[config.mk]
export PLATFORM = sky130hd
export DESIGN_NAME = register_tree_sift_up
export DESIGN_NICKNAME = d
export VERILOG_FILES = /design/src/rtl/heap_pkg.sv /design/src/rtl/sift_up_comparator.sv /design/src/rtl/register_tree_sift_up.sv
export SDC_FILE = /design/constraint.sdc
export NUM_CORES = 1
export LEC_CHECK = 0
export ABC_AREA = 1
export CAP_MARGIN = 25
export CORE_AREA = 5 5 220 222
export CTS_CLUSTER_DIAMETER = 60
export DETAILED_ROUTE_END_ITERATION = 10
export DIE_AREA = 0 0 225 227
export GPL_TIMING_DRIVEN = 0
export PLACE_DENSITY_LB_ADDON = 0.25
export SYNTH_ARGS = -nofsm -noshare
export SYNTH_HDL_FRONTEND = slang
export SYNTH_SLANG_ARGS = --single-unit
[constraint.sdc]
create_clock -name i_clk -period 11.51 [get_ports i_clk]
set_input_delay 2.302 -clock i_clk [delete_from_list [all_inputs] [get_ports i_clk]]
set_output_delay 2.302 -clock i_clk [all_outputs]
set_load 0.02 [all_outputs]
[src/rtl/heap_pkg.sv]
`default_nettype none
// ============================================================================
// Module   : heap_pkg
// Brief    : Shared types and index helpers for the register-tree max-heap.
// Revision : 1.0
// ============================================================================
package heap_pkg;

    typedef enum logic [0:0] {
        IDLE = 1'b0,
        SIFT = 1'b1
    } heap_state_t;

    function automatic int nodes_of(input int depth);
        return (1 << depth) - 1;
    endfunction

    // Root maps to itself so a stray lookup can never index past the array.
    function automatic int parent_idx(input int i);
        return (i == 0) ? 0 : ((i - 1) >> 1);
    endfunction

endpackage
`default_nettype wire

[src/rtl/sift_up_comparator.sv]
`default_nettype none
// ============================================================================
// Module   : sift_up_comparator
// Brief    : Child/parent compare-and-exchange for one sift-up step.
// Revision : 1.0
// ============================================================================
module sift_up_comparator #(
    parameter int DATA_WIDTH = 32
) (
    input  logic [DATA_WIDTH-1:0] i_child,
    input  logic [DATA_WIDTH-1:0] i_parent,
    output logic [DATA_WIDTH-1:0] o_child,
    output logic [DATA_WIDTH-1:0] o_parent,
    output logic                  o_swap
);

    // Strict compare keeps equal keys in insertion order.
    assign o_swap   = i_child > i_parent;
    assign o_child  = o_swap ? i_parent : i_child;
    assign o_parent = o_swap ? i_child  : i_parent;

endmodule
`default_nettype wire

[src/rtl/register_tree_sift_up.sv]
`default_nettype none
// ============================================================================
// Module   : register_tree_sift_up
// Brief    : Max-heap insertion engine; writes next leaf, bubbles up 1 level/cycle.
// Revision : 1.0
// ============================================================================
module register_tree_sift_up
    import heap_pkg::*;
#(
    parameter int DATA_WIDTH = 32,
    parameter int TREE_DEPTH = 3,
    localparam int NODES     = nodes_of(TREE_DEPTH),
    localparam int SIZE_W    = $clog2(NODES + 1)
) (
    input  logic                        i_clk,
    input  logic                        i_rst,
    input  logic                        i_enq_valid,
    input  logic [DATA_WIDTH-1:0]       i_enq_data,
    output logic                        o_enq_ready,
    output logic [DATA_WIDTH-1:0]       o_top,
    output logic                        o_top_valid,
    output logic [SIZE_W-1:0]           o_size,
    output logic                        o_full,
    output logic                        o_busy,
    output logic [NODES*DATA_WIDTH-1:0] o_heap
);

    localparam int c_CUR_W = (NODES > 1) ? $clog2(NODES) : 1;

    logic [DATA_WIDTH-1:0] r_heap [NODES];
    logic [SIZE_W-1:0]     r_size;
    logic [c_CUR_W-1:0]    r_cursor;
    heap_state_t           r_state;
    heap_state_t           w_state_next;

    logic                  w_full;
    logic                  w_ready;
    logic                  w_accept;
    logic [c_CUR_W-1:0]    w_leaf_idx;
    logic [c_CUR_W-1:0]    w_parent_idx;
    logic [DATA_WIDTH-1:0] w_cmp_child;
    logic [DATA_WIDTH-1:0] w_cmp_parent;
    logic                  w_swap;
    logic                  w_swap_we;

    assign w_full       = (r_size == SIZE_W'(NODES));
    assign w_ready      = (r_state == IDLE) && !w_full;
    assign w_accept     = i_enq_valid && w_ready;
    assign w_leaf_idx   = c_CUR_W'(r_size);
    assign w_parent_idx = c_CUR_W'(parent_idx(int'(r_cursor)));
    assign w_swap_we    = (r_state == SIFT) && w_swap;

    sift_up_comparator #(
        .DATA_WIDTH (DATA_WIDTH)
    ) u_cmp (
        .i_child  (r_heap[r_cursor]),
        .i_parent (r_heap[w_parent_idx]),
        .o_child  (w_cmp_child),
        .o_parent (w_cmp_parent),
        .o_swap   (w_swap)
    );

    always_comb begin
        w_state_next = r_state;
        case (r_state)
            IDLE: if (w_accept && (r_size != '0)) w_state_next = SIFT;
            // Leave once ordered, or on the swap that lands at the root.
            SIFT: if (!w_swap || (w_parent_idx == '0)) w_state_next = IDLE;
            default: w_state_next = IDLE;
        endcase
    end

    always_ff @(posedge i_clk) begin
        if (i_rst) begin
            r_state  <= IDLE;
            r_size   <= '0;
            r_cursor <= '0;
        end else begin
            r_state <= w_state_next;
            if (w_accept) begin
                r_size   <= r_size + SIZE_W'(1);
                r_cursor <= w_leaf_idx;
            end else if (w_swap_we) begin
                r_cursor <= w_parent_idx;
            end
        end
    end

    genvar g;
    generate
        for (g = 0; g < NODES; g++) begin : g_node
            localparam logic [c_CUR_W-1:0] c_IDX = c_CUR_W'(g);

            always_ff @(posedge i_clk) begin
                if (i_rst) begin
                    r_heap[g] <= '0;
                end else if (w_accept && (w_leaf_idx == c_IDX)) begin
                    r_heap[g] <= i_enq_data;
                end else if (w_swap_we && (r_cursor == c_IDX)) begin
                    r_heap[g] <= w_cmp_child;
                end else if (w_swap_we && (w_parent_idx == c_IDX)) begin
                    r_heap[g] <= w_cmp_parent;
                end
            end

            assign o_heap[g*DATA_WIDTH +: DATA_WIDTH] = r_heap[g];
        end
    endgenerate

    assign o_enq_ready = w_ready;
    assign o_top       = r_heap[0];
    assign o_size      = r_size;
    assign o_full      = w_full;
    assign o_busy      = (r_state == SIFT);
    assign o_top_valid = (r_size != '0) && (r_state != SIFT);

endmodule
`default_nettype wire

==> metrics.csv, run 1 <==
metric;value;unit
run status;finished clean;
wire length per cell;24.5;um
syn avg cell area;7.24;sq um
worst path cell trace;nand2_1 -> nor2_1 -> inv_1 -> clkbuf_1 -> o22ai_1 -> nor3_1 -> inv_1 -> ha_1 -> nand2_1 -> nor2_1 -> nand3b_1 -> nor3b_2 -> nand2_1 -> nand2_2 -> nand3_4 -> nor2_2 -> buf_2 -> nand3b_1 -> buf_16 -> buf_8;
ys async rst share;0;%
Clock Tree Buf Depth;3;
f_max;170;MHz
relative slew slack;26.1;%
GR Overflow Total;0;
# DRC;0;
R2R cell count;20;
register area share after synthesis;44.7;%
most frequent cells in the layout;985 x nand2_1, 296 x clkdlybuf4s50_1, 250 x nand3_1;
Cell Pwr Density;149;nW/um^2
Finished Core Util;44.5;%
Syn Inst Count;2139;
RSZ-0062 raised after global routing;no;
Buf/Inv on CP;6;
Hold EP;r_cursor[0];
Core Area;46200;sq um
# port buffers;296;
number of placed I/O pins;298;
worst endpoint required time;11.78;ns
reg2reg setup slack;5.62;ns
hold_buf cts;0;
GPL Wtd Cong;0.963;
CP Depth;20;
largest net degree at the start of global routing;22;
Yosys cell types;35;
measured slew at the worst slew-check pin;1.10;ns
die area;51100;sq um
drt via density;5.57;
critical path launch point;r_cursor[1];
Num CTS Buffers;29;
CTS Sinks;234;
Fin. Hold Viols;0;
Max IR drop VDD;0.103;mV
H-tree Lvls;1;
drt first pass iters;6;
Area Growth Syn to Fin;32.7;%
Initial Util;33.5;%
CTS root buf;clkbuf_16;
Leak;8.71;nW
Final HPWL DP;55900;um
met1 Use GR;37.7;%
# rows;79;
most used cell, CP;nand2_1;
critical path fanouts, max;12;
Resize count post-CTS;0;
clk_lat worst skew;0.58;ns
Critical R2R Launch;r_cursor[1];
Crit Path Category;flip-flop to flip-flop;
clk slew on worst S/H paths;0.06;ns
GRT Total Usage;28.4;%
Final Max Slew Viols;0;
Setup Buffers After CTS;0;
layout net count;2560;
met3 Resource Use GR;6.99;%
number of synthesized register bits;234;
leading cell type in the layout, fill and taps excluded;nand2_1;
sum of negative setup slack;0;ns
endpoints failing setup;0;
Max Clock Skew;0.0152;ns
Worst Setup Start Kind;flip-flop;
Synth Cell Area;15500;sq um
layout cell share with drive strength beyond 1;7.49;%
Die Wd;225;um
Crit path largest cell delay;0.72;ns
Max-Cap Viols;0;
Tot Pwr;0.00307;W
CP top delay family;simple AND/OR/NAND/NOR gates;
post-synth net total;2212;
Post-synth EDFFs;224;
number of global-route vias before repair;16500;
drt initial violations;2197;
hold path depth;2;
first-pass GRT wire length;108000;um
r2r endpoint;r_heap[0][11];
M2 GR Usage;44.5;%
initial antenna violation count;0;
Ys Warns;0;
GRT busiest layer;met2;
Die Ht;227;um
DRT Wirelength;76500;um
Hold Path Origin;r_cursor[0];
class of the worst hold path;flip-flop to flip-flop;
slowest stage cell, crit path;nand3b_1;
DRT antenna net count;0;
Vias;17400;
Worst setup EP type;flip-flop;
CTS tree;built;
hold_ws;0.584;ns
top_reg_cell synth;edfxtp_1;
Arr. time, crit path;6.17;ns
min Tclk post-route;5.89;ns
period utilization;51.2;%
## metrics by stage
| stage | setup WS (ns) | cells | cell area, sq um |
|---|---|---|---|
| 4_1_cts | 5.67 | 3114 | 20500 |
| 3_3_place_gp | 2.24 | 3042 | 19200 |
| 5_1_grt | 5.39 | 3117 | 20500 |
| 6_report | 5.62 | 3119 | 20500 |
| 3_5_place_dp | 5.70 | 3060 | 19500 |
| 2_1_floorplan | 6.16 | 2139 | 15500 |
## sequential cells by signal (all words and copies together) (netlist names), named ones only
signal / flops
r_heap: 224
o_busy: 1
r_cursor: 3
o_size: 3
## kinds of logic (layout without fill, tap and decap cells)
kind of cell,Yosys count,after routing,synth area share [%]
and+or+nand+nor,1422,1422,37.6
AOI/OAI and AO/OA,217,217,7.58
DFF,234,234,44.7
other,0,2,0
buffers and inverters,228,599,7.06
adders and majority gates,38,38,3.07
## synthesized netlist by cell type, types with 38 or more instances
master	instances	area, sq um
nand3_1	253	1270
edfxtp_1	224	6730
o22ai_1	48	300
clkbuf_1	53	199
a21oi_1	86	430
nor2_1	123	462
buf_2	60	300
ha_1	38	475
o21ai_0	71	355
buf_4	41	308
inv_1	61	229
nand2_1	985	3700
## report_power, final
| group | internal (W) | switching, W |
|---|---|---|
| clock network | 0.000596 | 0.000391 |
| logic | 0.000320 | 0.000708 |
| registers | 0.000994 | 0.0000604 |
| total | 0.00191 | 0.00116 |
## worst reg2reg max path: cells and delay by family, from the launching register on
kind	cells	cell delay (ns)
fa+ha+maj	1	0.33
buf+inv	6	1.82
simple gates	12	2.92
flops	1	0.35
compound gates	1	0.16
## routing by layer
metal	routed length, um	vias up	share of wire, %
met3	9080	188	12
met2	34200	1214	45
met4	3190	0	4.2
met5	0	-	0
met1	30000	8175	39
li1	-	7798	-
## final cells by class
| type | count | area, sq um |
|---|---|---|
| Antenna cell | 2 | 5.00 |
| Clock inverter | 17 | 228 |
| Fill cell | 4584 | 25600 |
| Timing Repair Buffer | 317 | 3250 |
| Buffer | 163 | 848 |
| Clock buffer | 37 | 786 |
| Inverter | 65 | 244 |
| Multi-Input combinational cell | 1677 | 7500 |
| Sequential cell | 234 | 6930 |
| Tap cell | 607 | 759 |
## worst max path at each step
stage | to | slack, ns
global placement | r_heap[3][17] | 2.24
global route | r_heap[0][7] | 5.39
detailed placement | r_heap[0][19] | 5.70
finish | r_heap[0][11] | 5.62
floorplan | r_heap[3][0] | 6.16
CTS | r_heap[0][7] | 5.67
Note: power is estimated with default switching activity, not from simulation.
==> inputs of run 2 (changes only) <==
==> constraint.sdc (replaced) <==
create_clock -name i_clk -period 5.6 [get_ports i_clk]
set_input_delay 1.12 -clock i_clk [delete_from_list [all_inputs] [get_ports i_clk]]
set_output_delay 1.12 -clock i_clk [all_outputs]
set_load 0.02 [all_outputs]
==> run 2 against run 1 <==
Compared with the run above:
- final cell count is essentially flat
- critical path type unchanged
- core utilization is essentially flat
- sequential share of layout area is essentially flat
- largest cell class unchanged
- first-iteration DRC count shrank 5.9%
- clock power grew 100%
- highest routed layer unchanged
- critical endpoint unchanged
- fmax grew 9.8%
==> metrics.csv, run 2 (same netlist as run 1, synthesis figures left out) <==
metric;value;unit
Core Area;46200;sq um
FF+latch area;6930;sq um
Crit Path Category;flip-flop to flip-flop;
most frequent cells in the layout;985 x nand2_1, 296 x clkdlybuf4s50_1, 250 x nand3_1;
CTS root buf;clkbuf_16;
H-tree Lvls;1;
critical path fanouts, max;12;
slowest stage cell, crit path;clkbuf_1;
drt first pass iters;6;
Buf/Inv on CP;6;
# DRC;0;
worst path cell trace;nand2_1 -> nor2_1 -> inv_1 -> clkbuf_1 -> o22ai_1 -> nor3_1 -> inv_1 -> ha_1 -> nand2_1 -> nor2_1 -> nand3b_1 -> nor3b_2 -> nand2_1 -> nand2_2 -> nand3_4 -> nor2_2 -> buf_2 -> nand3b_1 -> buf_16 -> buf_8;
Max-Cap Viols;0;
RSZ-0062 raised after global routing;no;
GR Overflow Total;0;
drt initial violations;2068;
clk slew on worst S/H paths;0.06;ns
Worst setup EP type;flip-flop;
DRT antenna net count;0;
# rows;79;
Filler Cell Count;4588;
Arr. time, crit path;5.64;ns
endpoints failing setup;0;
Tot Pwr;0.00630;W
period utilization;95.9;%
measured slew at the worst slew-check pin;1.13;ns
run status;finished clean;
Die Ht;227;um
Largest Register;r_heap;
r2r endpoint;r_heap[0][11];
min Tclk post-route;5.37;ns
hold_buf cts;0;
reg2reg setup slack;0.23;ns
worst setup margin;0.230;ns
critical path launch point;r_cursor[1];
f_max;186;MHz
drt via density;5.55;
Initial Util;33.5;%
Leak;8.71;nW
first-pass GRT wire length;108000;um
Vias;17300;
most used cell, CP;nand2_1;
GPL Wtd Cong;0.963;
Fin. Hold Viols;0;
GRT Total Usage;28.4;%
Worst Setup Start Kind;flip-flop;
largest net degree at the start of global routing;22;
Max IR drop VDD;0.211;mV
Max Clock Skew;0.0187;ns
number of global-route vias before repair;16500;
CP Depth;20;
layout net count;2559;
DRT Wirelength;76200;um
Crit path largest cell delay;0.70;ns
Cell Pwr Density;307;nW/um^2
leading cell type in the layout, fill and taps excluded;nand2_1;
CTS Sinks;234;
wire length per cell;24.5;um
Die Wd;225;um
class of the worst hold path;flip-flop to flip-flop;
R2R cell count;20;
number of placed I/O pins;298;
# port buffers;296;
Place WS;-0.212;ns
clk_lat worst skew;0.58;ns
die area;51100;sq um
Critical R2R Launch;r_cursor[1];
Final HPWL DP;55900;um
layout cell share with drive strength beyond 1;7.57;%
area of the multi-input gates;7500;sq um
Clock Tree Buf Depth;3;
Finished Core Util;44.5;%
initial antenna violation count;0;
Final Max Slew Viols;0;
CTS tree;built;
CP top delay family;simple AND/OR/NAND/NOR gates;
relative slew slack;24.1;%
critical path capture point;r_heap[0][11];
Num CTS Buffers;29;
worst endpoint required time;5.87;ns
Area Growth Syn to Fin;32.6;%
max reg flops;224;
-- run 2: layout make-up --
cell class	instances	area share, %
multi-input cells	1677	36.5
flip-flops and latches	234	33.7
repair buffers	316	15.7
plain buffers	163	4.15
clock buffers	37	3.83
well taps	607	3.70
inverters	65	1.19
clock inverters	17	1.11
diodes	2	0.0244
-- run 2: worst min path at each step --
stage | start | end | slack [ns] | cells after the start
2_1_floorplan | r_cursor[1] | flip-flop | 0.51 | 2
6_report | r_cursor[0] | r_cursor[0] | 0.58 | 2
3_3_place_gp | o_size[1] | o_size[1] | 0.57 | 2
3_5_place_dp | r_cursor[0] | r_cursor[0] | 0.58 | 2
5_1_grt | r_cursor[0] | r_cursor[0] | 0.60 | 2
4_1_cts | r_cursor[0] | r_cursor[0] | 0.59 | 2
-- run 2: per-layer routing --
metal / global-route usage (%) / routed length [um]
met5: 0 / 0
met2: 44.5 / 33800
met4: 12.5 / 3510
met1: 37.6 / 29900
met3: 7.08 / 9040
-- run 2: worst reg2reg max path, delay by kind of cell, from the launching register on --
family                     cells  cell delay [ns]
AOI/OAI and AO/OA              1             0.17
adders and majority gates      1             0.33
buffers and inverters          6             1.80
DFF                            1             0.34
and+or+nand+nor               12             2.43
-- run 2: what timing repair did --
| action | CTS | global route |
|---|---|---|
| setup endpoints to repair | 21 | 0 |
| setup buffers | 1 | 0 |
| resized for setup | 3 | 0 |
| endpoints found under the hold margin | 0 | 0 |
-- run 2: power by group --
| group | switching (W) | internal, W | total, W |
|---|---|---|---|
| registers | 0.000125 | 0.00204 | 0.00217 |
| clock network | 0.000799 | 0.00123 | 0.00202 |
| logic | 0.00145 | 0.000658 | 0.00211 |
| total | 0.00237 | 0.00393 | 0.00630 |
-- run 2: through the flow --
stage	hold slack [ns]	cells	instance area, sq um	setup TNS, ns
4_1_cts	0.590	3115	20500	0
5_1_grt	0.602	3116	20500	0
3_5_place_dp	0.580	3060	19500	-2.46
3_3_place_gp	0.572	3042	19200	-383.81
6_report	0.584	3118	20500	0
2_1_floorplan	0.513	2139	15500	0
